File: src/rtl/des_ahb_slave_if.sv
// ---------------------------------------------------------------------------
// des_ahb_slave_if
//
// AHB-Lite slave front end for the Triple-DES core. A bus master programs
// the mode and three 64-bit keys, writes 64-bit data chunks that are handed
// to the core, and drains completed chunks from a result FIFO by reading.
//
// Register map (HADDR[12:10]; HADDR[31:13] must be zero, HADDR[9:0] ignored):
//   0 CTRL/RESULT  write: enc_dec <= HWDATA[0]; read: pop FIFO head
//   1 KEY1         read/write
//   2 KEY2         read/write
//   3 KEY3         read/write
//   4 DATA         write only (reads return 0)
//   5 STATUS       read only: [0] empty, [1] full, [7:4] count,
//                  [8] core_valid, [9] underflow (cleared by this read)
//   6,7            unmapped
//
// Optional feature, macro DES_AHB_ERR_RESP_EN:
//   defined   - unmapped accesses, STATUS writes and DATA reads get a
//               two-cycle ERROR response and change no state.
//   undefined - such accesses complete OKAY; writes are dropped and reads
//               return 0.
//
// Ports:
//   HCLK, HRESET          clock, synchronous active-high reset
//   HTRANS, HWRITE, HADDR address-phase controls
//   HSIZE                 transfer size (not used by the decode)
//   HWDATA                write data (data phase)
//   HRDATA                read data (data phase, combinational)
//   HREADYOUT, HRESP      transfer completion / response
//   enc_dec, key1..key3   mode and keys to the core
//   core_data/valid/ready chunk handshake towards the core
//   res_data/valid/ready  result handshake from the core into the FIFO
//
// Handshake semantics (both core_* and res_* channels): a transfer happens
// on a rising HCLK edge where valid and ready are both high. The source
// keeps valid and data stable until that edge. ready never depends on
// valid from the same channel.
// ---------------------------------------------------------------------------
module des_ahb_slave_if #(
  parameter int FIFO_DEPTH = 8,
  parameter int CNT_W      = 4
) (
  input  logic        HCLK,
  input  logic        HRESET,
  input  logic [1:0]  HTRANS,
  input  logic        HWRITE,
  input  logic [31:0] HADDR,
  input  logic [2:0]  HSIZE,
  input  logic [63:0] HWDATA,
  output logic [63:0] HRDATA,
  output logic        HREADYOUT,
  output logic        HRESP,
  output logic        enc_dec,
  output logic [63:0] key1,
  output logic [63:0] key2,
  output logic [63:0] key3,
  output logic [63:0] core_data,
  output logic        core_valid,
  input  logic        core_ready,
  input  logic [63:0] res_data,
  input  logic        res_valid,
  output logic        res_ready
);

  localparam int PTR_W = (FIFO_DEPTH > 1) ? $clog2(FIFO_DEPTH) : 1;

  localparam logic [2:0] SEL_CTRL   = 3'd0;
  localparam logic [2:0] SEL_KEY1   = 3'd1;
  localparam logic [2:0] SEL_KEY2   = 3'd2;
  localparam logic [2:0] SEL_KEY3   = 3'd3;
  localparam logic [2:0] SEL_DATA   = 3'd4;
  localparam logic [2:0] SEL_STATUS = 3'd5;

  localparam logic [CNT_W-1:0] CNT_FULL = CNT_W'(FIFO_DEPTH);

  // -------------------------------------------------------------------------
  // Data-phase registers: captured from the address phase
  // -------------------------------------------------------------------------
  logic       dpValid;
  logic       dpWrite;
  logic       dpMapped;
  logic [2:0] dpSel;

  logic       addrMapped;
  assign addrMapped = (HADDR[31:13] == 19'd0) && (HADDR[12:10] <= SEL_STATUS);

  // The bus only moves to a new data phase when the current one completes
  // (HREADYOUT = 1); during a wait state the captured phase is held.
  always_ff @(posedge HCLK) begin
    if (HRESET) begin
      dpValid  <= 1'b0;
      dpWrite  <= 1'b0;
      dpMapped <= 1'b0;
      dpSel    <= 3'd0;
    end else if (HREADYOUT) begin
      dpValid <= HTRANS[1];
      if (HTRANS[1]) begin
        dpWrite  <= HWRITE;
        dpMapped <= addrMapped;
        dpSel    <= HADDR[12:10];
      end
    end
  end

  // -------------------------------------------------------------------------
  // Result FIFO state
  // -------------------------------------------------------------------------
  logic [63:0]      fifoMem [FIFO_DEPTH];
  logic [PTR_W-1:0] wrPtr;
  logic [PTR_W-1:0] rdPtr;
  logic [CNT_W-1:0] count;
  logic             fifoEmpty;
  logic             fifoFull;
  logic             push;
  logic             pop;

  assign fifoEmpty = (count == '0);
  assign fifoFull  = (count == CNT_FULL);
  assign res_ready = !fifoFull;
  assign push      = res_valid && res_ready;

  // -------------------------------------------------------------------------
  // Data-phase decode and transfer completion
  // -------------------------------------------------------------------------
  logic dataWrPhase;
  logic coreFree;
  logic dataStall;
  logic phaseDone;
  logic wrEn;
  logic rdEn;
  logic underflow;

  assign dataWrPhase = dpValid && dpWrite && dpMapped && (dpSel == SEL_DATA);
  // The holding register is free if empty, or if the core takes its
  // contents on this very edge.
  assign coreFree    = !core_valid || core_ready;
  assign dataStall   = dataWrPhase && !coreFree;

`ifdef DES_AHB_ERR_RESP_EN
  logic badAccess;
  logic errFirst;
  logic errSecond;

  assign badAccess = dpValid && (!dpMapped ||
                                 ( dpWrite && (dpSel == SEL_STATUS)) ||
                                 (!dpWrite && (dpSel == SEL_DATA)));
  // First ERROR cycle stretches the data phase; the second completes it.
  assign errFirst  = badAccess && !errSecond;

  always_ff @(posedge HCLK) begin
    if (HRESET) begin
      errSecond <= 1'b0;
    end else begin
      errSecond <= errFirst;
    end
  end

  assign HREADYOUT = !(dataStall || errFirst);
  assign HRESP     = badAccess;
`else
  assign HREADYOUT = !dataStall;
  assign HRESP     = 1'b0;
`endif

  // Register side effects happen only on the edge that ends the data phase.
  // Bad accesses never match a write or read target below, so they leave
  // all state untouched in either build.
  assign phaseDone = dpValid && HREADYOUT;
  assign wrEn      = phaseDone &&  dpWrite && dpMapped;
  assign rdEn      = phaseDone && !dpWrite && dpMapped;
  assign pop       = rdEn && (dpSel == SEL_CTRL) && !fifoEmpty;

  // -------------------------------------------------------------------------
  // Control and key registers
  // -------------------------------------------------------------------------
  always_ff @(posedge HCLK) begin
    if (HRESET) begin
      enc_dec <= 1'b0;
      key1    <= '0;
      key2    <= '0;
      key3    <= '0;
    end else if (wrEn) begin
      case (dpSel)
        SEL_CTRL: enc_dec <= HWDATA[0];
        SEL_KEY1: key1    <= HWDATA;
        SEL_KEY2: key2    <= HWDATA;
        SEL_KEY3: key3    <= HWDATA;
        default:  ;
      endcase
    end
  end

  // -------------------------------------------------------------------------
  // Chunk holding register towards the core
  // -------------------------------------------------------------------------
  logic loadCore;
  assign loadCore = wrEn && (dpSel == SEL_DATA);

  always_ff @(posedge HCLK) begin
    if (HRESET) begin
      core_data  <= '0;
      core_valid <= 1'b0;
    end else if (loadCore) begin
      // A reload on the same edge the core consumes keeps valid high.
      core_data  <= HWDATA;
      core_valid <= 1'b1;
    end else if (core_valid && core_ready) begin
      core_valid <= 1'b0;
    end
  end

  // -------------------------------------------------------------------------
  // Sticky underflow flag
  // -------------------------------------------------------------------------
  always_ff @(posedge HCLK) begin
    if (HRESET) begin
      underflow <= 1'b0;
    end else if (rdEn && (dpSel == SEL_CTRL) && fifoEmpty) begin
      underflow <= 1'b1;
    end else if (rdEn && (dpSel == SEL_STATUS)) begin
      underflow <= 1'b0;
    end
  end

  // -------------------------------------------------------------------------
  // Result FIFO
  // -------------------------------------------------------------------------
  always_ff @(posedge HCLK) begin
    if (push) begin
      fifoMem[wrPtr] <= res_data;
    end
  end

  // FIFO_DEPTH is a power of two, so the pointers wrap by overflowing.
  always_ff @(posedge HCLK) begin
    if (HRESET) begin
      wrPtr <= '0;
      rdPtr <= '0;
      count <= '0;
    end else begin
      if (push) begin
        wrPtr <= wrPtr + PTR_W'(1);
      end
      if (pop) begin
        rdPtr <= rdPtr + PTR_W'(1);
      end
      case ({push, pop})
        2'b10:   count <= count + CNT_W'(1);
        2'b01:   count <= count - CNT_W'(1);
        default: count <= count;
      endcase
    end
  end

  // -------------------------------------------------------------------------
  // Read data
  // -------------------------------------------------------------------------
  logic [3:0]  cntField;
  logic [63:0] statusWord;

  // STATUS has a 4-bit count field regardless of CNT_W.
  generate
    if (CNT_W >= 4) begin : gCntTrunc
      assign cntField = count[3:0];
    end else begin : gCntExt
      assign cntField = {{(4-CNT_W){1'b0}}, count};
    end
  endgenerate

  always_comb begin
    statusWord      = '0;
    statusWord[0]   = fifoEmpty;
    statusWord[1]   = fifoFull;
    statusWord[7:4] = cntField;
    statusWord[8]   = core_valid;
    statusWord[9]   = underflow;
  end

  always_comb begin
    HRDATA = '0;
    if (dpValid && !dpWrite && dpMapped) begin
      case (dpSel)
        SEL_CTRL:   HRDATA = fifoEmpty ? 64'd0 : fifoMem[rdPtr];
        SEL_KEY1:   HRDATA = key1;
        SEL_KEY2:   HRDATA = key2;
        SEL_KEY3:   HRDATA = key3;
        SEL_STATUS: HRDATA = statusWord;
        default:    HRDATA = '0;
      endcase
    end
  end

  // Transfer size and the low address bits carry no meaning for this block.
  logic unusedInputs;
  assign unusedInputs = ^{HSIZE, HADDR[9:0]};

endmodule
File: config.mk
export PLATFORM = sky130hd
export DESIGN_NAME = des_ahb_slave_if
export DESIGN_NICKNAME = d
export VERILOG_FILES = /design/src/rtl/des_ahb_slave_if.sv
export SDC_FILE = /design/constraint.sdc
export NUM_CORES = 1
export LEC_CHECK = 0
export ABC_CLOCK_PERIOD_IN_PS = 13600
export CORE_MARGIN = 8
export CORE_UTILIZATION = 50
export CTS_BUF_LIST = sky130_fd_sc_hd__clkbuf_4
export CTS_CLUSTER_DIAMETER = 60
export DETAILED_ROUTE_END_ITERATION = 12
export DONT_BUFFER_PORTS = 1
export GPL_ROUTABILITY_DRIVEN = 1
export PLACE_DENSITY_LB_ADDON = 0.25
export SLEW_MARGIN = 25
export SYNTH_ARGS = -nofsm -noshare
export SYNTH_HDL_FRONTEND = slang
export SYNTH_SLANG_ARGS = --single-unit
File: constraint.sdc
create_clock -name HCLK -period 13.6 [get_ports HCLK]
set_input_delay 4.08 -clock HCLK [delete_from_list [all_inputs] [get_ports HCLK]]
set_output_delay 4.08 -clock HCLK [all_outputs]
set_load 0.03 [all_outputs]
==> qor.txt, run 1 <==
Status = completed
Die width = 264 um
Clock latency on the worst-skew pair = 1.03 ns
Count of final hold-check violations = 0
Mapped Area = 30700 um2
Final net count = 2465
Critical Path RT = 9.52 ns
CTS Buf Count = 196
Crit path max-delay cell type = or2_2
Largest net degree at the start of global routing = 279
Number of global-route vias before repair = 19156
Num rows = 91
R2r setup slk = 8.97 ns
EDFF count, synth = 512
Root Buffer = clkbuf_4
Worst path bufs/invs = 0
Seq/Total Area, Yosys = 68.1%
WS Path Type = primary input to output port
Max-slew violation count = 0
Clk_skew = 0.0572 ns
Yosys top cell area share = 50.0%
Average size of a mapped cell = 13.8 um2
CTS tree = built
Vias per cell = 6.11
Die Height = 264 um
Post-Synthesis Cells = 2223
Cell class contributing the biggest share of worst-path delay = simple AND/OR/NAND/NOR gates
Area contributors post-synth = edfxtp_1, dfxtp_1, mux4_2
Clk pin slew, worst setup/hold paths = 0.06 ns
Post-route ant nets = 0
Worst slack at placement = 4.74 ns
Crit end category = output port
Htree depth = 4
Top-level port count = 495
Post-cts repair resize count = 0
Area Growth Syn to Fin = 10.0%
GRT overflow = 0
GP Congestion = 0.898
Internal Power = 3610 uW
Fraction of layout cells with a size suffix above 1 = 22.9%
Max layer used = met4
Setup violators final = 0
DR WL/cell = 27.3 um
Postcts setup bufs = 0
Post-synthesis cell type count = 47
Via Count = 19689
Clock power share = 41.3%
Proportion of power drawn by combinational gates = 2.2%
Commonest non-fill, non-tap cells in the layout = nand2_1, edfxtp_1, clkbuf_4
Sequential share of power = 56.4%
Syn_nets = 2398
Worst setup margin = 4.72 ns
Synth Flop Type = edfxtp_1
Max Cap Viol = 0
Die area = 69700 um2
RSZ-0062 raised after global routing = no
WL met1 = 33200 um
Switch share = 21.9%
Power Density = 137 nW/um2
Peak VDD IR = 0.0629 mV
YS warnings = 0
Worst setup SP type = primary input
Antenna violations before repair = 2
Crit-path cells = nand2b_1, or2_2
Clk sinks = 790
Hold WC Path Type = flop to flop
Input/output buffers = 0
Most common cell after layout, fill and taps aside = nand2_1
Hold_buf cts = 0
Starting Density = 50.2%
Met2 wire len = 41200 um
Switching pwr = 1010 uW
DR pass1 iterations = 9
First-pass GRT wire length = 128000 um
Max FO, Critical Path = 5
Iter 0 DRT Violations = 2163
Max frequency = 113 MHz
Final min period = 8.88 ns
Flops & latches, synth = 790
CORE AREA = 61300 um2
Util after Layout = 55.2%
DRC = 0
Total global-route track usage = 24.3%
Setup TNS = 0 ns
Async SR Flop Fraction = 0%
Clock Tree Buf Depth = 3
Period utilisation layout = 65.3%
Least-Margin Pin Slew = 1.08 ns
Data arrival, critical path = 4.80 ns
Crit-path max cell delay = 0.46 ns
Synth area leader = edfxtp_1
WL final = 87800 um
Max-slew headroom = 28.7%
Leak = 0.0104 uW
Detailed placer's ending HPWL = 55100 um
Met3 WL post-DR = 10400 um
==> cell usage after synthesis (2+ instances only) <==
| cell | count |
|---|---|
| mux4_2 | 128 |
| clkbuf_1 | 93 |
| a2bb2oi_1 | 6 |
| o22ai_1 | 64 |
| and2_1 | 2 |
| nor3_1 | 3 |
| and3_1 | 2 |
| nor2b_1 | 3 |
| o21ai_0 | 3 |
| dfxtp_1 | 278 |
| mux2_2 | 65 |
| nand4_1 | 3 |
| nand2_1 | 524 |
| nor2_1 | 16 |
| nand3_1 | 7 |
| nor4b_1 | 2 |
| inv_1 | 4 |
| or4_1 | 2 |
| buf_1 | 8 |
| edfxtp_1 | 512 |
| a22oi_1 | 63 |
| or3_1 | 2 |
| nor3b_1 | 2 |
| a21oi_1 | 264 |
| nand3b_1 | 2 |
| a31oi_1 | 3 |
| nor4_1 | 6 |
| buf_4 | 5 |
| ha_1 | 5 |
| mux2i_1 | 69 |
| xor2_1 | 5 |
| buf_2 | 57 |
==> worst paths after layout <==
path | cells after the start | to | start
min | 2 | flop | rdPtr[1]
max | 2 | HREADYOUT | core_ready
max reg2reg | 12 | cntField[2] | dpSel[2]
min reg2reg | 2 | flop | rdPtr[1]
==> power groups by stage <==
| stage | logic, uW | registers [uW] | clock network (uW) |
|---|---|---|---|
| 4_1_cts | 105 | 2610 | 1960 |
| 3_3_place_gp | 103 | 2660 | 0 |
| 5_1_grt | 110 | 2610 | 2080 |
| 3_5_place_dp | 105 | 2660 | 0 |
| 2_1_floorplan | 80.2 | 2660 | 0 |
| 6_report | 104 | 2610 | 1910 |
==> cell type report <==
cell class                      instances  area, um2
Sequential cell                       790      21000
Fill cell                            4983      27400
Clock buffer                          284       2130
Clock inverter                         52        290
Antenna cell                            2       5.00
Timing Repair Buffer                   32        256
Inverter                                4       15.0
Tap cell                              790        988
Multi-Input combinational cell       1266       9180
==> per-layer routing <==
layer / global-route usage, % / vias up
met3: 10.2 / 189
met4: 9.48 / 0
met1: 30.1 / 9825
met5: 0 / -
met2: 37.9 / 1129
li1: - / 8546
==> worst min-delay path, stage by stage (launching register included) <==
cell and delay, ns:
dfxtp_1 0.31, nand2_1 0.05, a21oi_1 0.06
==> flip-flops by register name, indices dropped and copies added (netlist names), 3 cells and up, named ones only <==
signal and cells:
key3 64, cntField 4, key2 64, dpSel 3, fifoMem 512, rdPtr 3, wrPtr 3, key1 64
core_data 64
==> kinds of logic (layout without fill, tap and decap cells) <==
family	count (synthesis)	count (layout)	synth area share, %
other	1	3	0.0122
xor gates and xnor gates	6	6	0.171
DFF	790	790	68.1
buffers and inverters	167	372	2.33
and+or+nand+nor	582	582	7.50
muxes	262	262	14.0
AOI/OAI and AO/OA	410	410	7.68
adders and majority gates	5	5	0.203
==> metrics by stage <==
stage / cells / cell area [um2] / hold slack, ns / power [uW]
final: 3220 / 33800 / 0.474 / 4620
after global placement: 2882 / 31400 / 0.455 / 2760
after CTS: 3218 / 33800 / 0.470 / 4670
after floorplan: 2223 / 30700 / 0.454 / 2740
after detailed placement: 2882 / 31400 / 0.461 / 2760
after global routing: 3219 / 33800 / 0.495 / 4800
(Power assumes the default switching activity.)
==> run 2, diff against run 1 <==
Settings changed: ABC_CLOCK_PERIOD_IN_PS 13600 to 7550.
Clock period 13.6 ns to 7.55 ns, I/O delays scaled along.
==> qor.txt, run 2 (same netlist as run 1, synthesis figures left out) <==
Status = completed (unchanged)
Worst reg2reg startpoint = dpSel[2] (unchanged)
Data arrival, critical path = 4.21 ns (was 4.80 ns)
Power Density = 248 nW/um2 (was 137 nW/um2)
Setup TNS = 0 ns (unchanged)
Post-cts repair resize count = 0 (unchanged)
Setup violators final = 0 (unchanged)
Die Height = 264 um (unchanged)
GRT overflow = 0 (unchanged)
Input/output buffers = 0 (unchanged)
Least-Margin Pin Slew = 1.14 ns (was 1.08 ns)
Max-slew violation count = 0 (unchanged)
Crit path max-delay cell type = or4_2 (was or2_2)
Clk_skew = 0.0655 ns (was 0.0572 ns)
Root Buffer = clkbuf_4 (unchanged)
First-pass GRT wire length = 130000 um (was 128000 um)
Max-slew headroom = 25.4% (was 28.7%)
Clk pin slew, worst setup/hold paths = 0.07 ns (was 0.06 ns)
GP Congestion = 0.889 (was 0.898)
Final min period = 6.47 ns
Fraction of layout cells with a size suffix above 1 = 22.9% (about the same)
Final net count = 2472 (was 2465)
Final Cell Area = 34100 um2 (was 33800 um2)
Max Cap Viol = 0 (unchanged)
Clk sinks = 790 (unchanged)
Reg-to-reg endpoint = cntField[2] (unchanged)
Detailed placer's ending HPWL = 56800 um (was 55100 um)
RSZ-0062 raised after global routing = no (unchanged)
Max FFs per register = 512 (unchanged)
WL final = 89700 um (was 87800 um)
Largest net degree at the start of global routing = 279 (unchanged)
Starting Density = 50.2% (unchanged)
Die area = 69700 um2 (unchanged)
FF-to-FF path depth = 10 (was 12)
CP endpoint = HRDATA[6] (was HREADYOUT)
Post-route ant nets = 0 (unchanged)
DRC = 0 (unchanged)
Util after Layout = 55.6% (was 55.2%)
Clock latency on the worst-skew pair = 1.03 ns (about the same)
DR pass1 iterations = 6 (was 9)
Most common cell after layout, fill and taps aside = nand2_1 (unchanged)
Crit-path cells = nand4bb_4, or4_2, buf_4, o22ai_1 (was nand2b_1, or2_2)
Peak VDD IR = 0.100 mV (was 0.0629 mV)
Hold_buf cts = 0 (unchanged)
CP Launch Point = dpSel[2] (was core_ready)
Htree depth = 4 (unchanged)
Vias per cell = 6.11 (about the same)
Max FO, Critical Path = 36 (was 5)
Num rows = 91 (unchanged)
Antenna violations before repair = 2 (unchanged)
R2r setup slk = 4.03 ns (was 8.97 ns)
Commonest non-fill, non-tap cells in the layout = nand2_1, edfxtp_1, clkbuf_4 (unchanged)
Critical Path RT = 5.29 ns (was 9.52 ns)
WS Path Type = flop to output port (was primary input to output port)
Die width = 264 um (unchanged)
Iter 0 DRT Violations = 2193 (was 2163)
Total global-route track usage = 24.9% (was 24.3%)
Postcts setup bufs = 0 (unchanged)
CORE AREA = 61300 um2 (unchanged)
Max frequency = 154 MHz
DR WL/cell = 27.6 um (was 27.3 um)
Via Count = 19847 (was 19689)
CTS Buf Count = 194 (was 196)
Placed Area = 31500 um2 (was 31400 um2)
Count of final hold-check violations = 0 (unchanged)
CTS tree = built (unchanged)
Number of global-route vias before repair = 19195 (was 19156)
Hold WC Path Type = flop to flop (unchanged)
Period utilisation layout = 85.7%
Crit end category = output port (unchanged)
Area Growth Syn to Fin = 10.8% (was 10.0%)
Top reg by flops = fifoMem (unchanged)
Clock Tree Buf Depth = 3 (unchanged)
Worst setup SP type = flop (was primary input)
Leak = 0.0105 uW (was 0.0104 uW)
Top-level port count = 495 (unchanged)
Crit-path max cell delay = 1.00 ns (was 0.46 ns)
Hold path cells = 2 (unchanged)
## run 2: changes by cell type in the layout (fill, tap and decap cells not counted), moves of 3 or more
| cell | delta |
|---|---|
| buf_4 | +9 |
| bufinv_16 | +3 |
| clkbuf_4 | -7 |
| clkinv_1 | +23 |
| clkinv_2 | +6 |
| inv_6 | -6 |
## run 2: how the worst min path moves through the flow
stage	startpoint	endpoint	slack (ns)
3_3_place_gp	rdPtr[2]	flop	0.46
6_report	rdPtr[1]	flop	0.48
4_1_cts	rdPtr[1]	flop	0.47
3_5_place_dp	rdPtr[1]	flop	0.46
2_1_floorplan	rdPtr[1]	flop	0.45
5_1_grt	rdPtr[2]	flop	0.52
## run 2: metrics by stage
| stage | instances | power [uW] | setup WS [ns] | hold WS, ns |
|---|---|---|---|---|
| finish | 3250 | 8450 | 1.08 | 0.476 |
| CTS | 3249 | 8530 | 0.973 | 0.470 |
| detailed placement | 2891 | 4980 | 2.16 | 0.455 |
| floorplan | 2223 | 4930 | 0.0964 | 0.454 |
| global placement | 2891 | 4970 | 2.17 | 0.456 |
| global route | 3250 | 8760 | 0.940 | 0.518 |
## run 2: critical path: cells and delay by family (launching register included)
family | cells | cell delay (ns)
buf+inv | 1 | 0.45
simple gates | 2 | 1.29
compound gates | 1 | 0.93
flops | 1 | 0.50
## run 2: layer usage
layer	GRT usage (%)	part of all wire, %
met2	38.9	47
met5	0	0
met4	9.68	3.5
met3	9.52	11
met1	31.2	38
## run 2: power breakdown
| group | switching (uW) | internal (uW) | total (uW) |
|---|---|---|---|
| clock network | 1720 | 1840 | 3560 |
| registers | 27.9 | 4670 | 4700 |
| logic | 118 | 70.5 | 188 |
| total | 1860 | 6580 | 8450 |
## run 2: final cells by class
cell class	instances	area [um2]
well taps	790	988
repair buffers	41	333
flip-flops and latches	790	21000
clock inverters	81	467
inverters	4	15.0
multi-input cells	1266	9210
diodes	1	2.50
fillers	4914	27200
clock buffers	277	2080
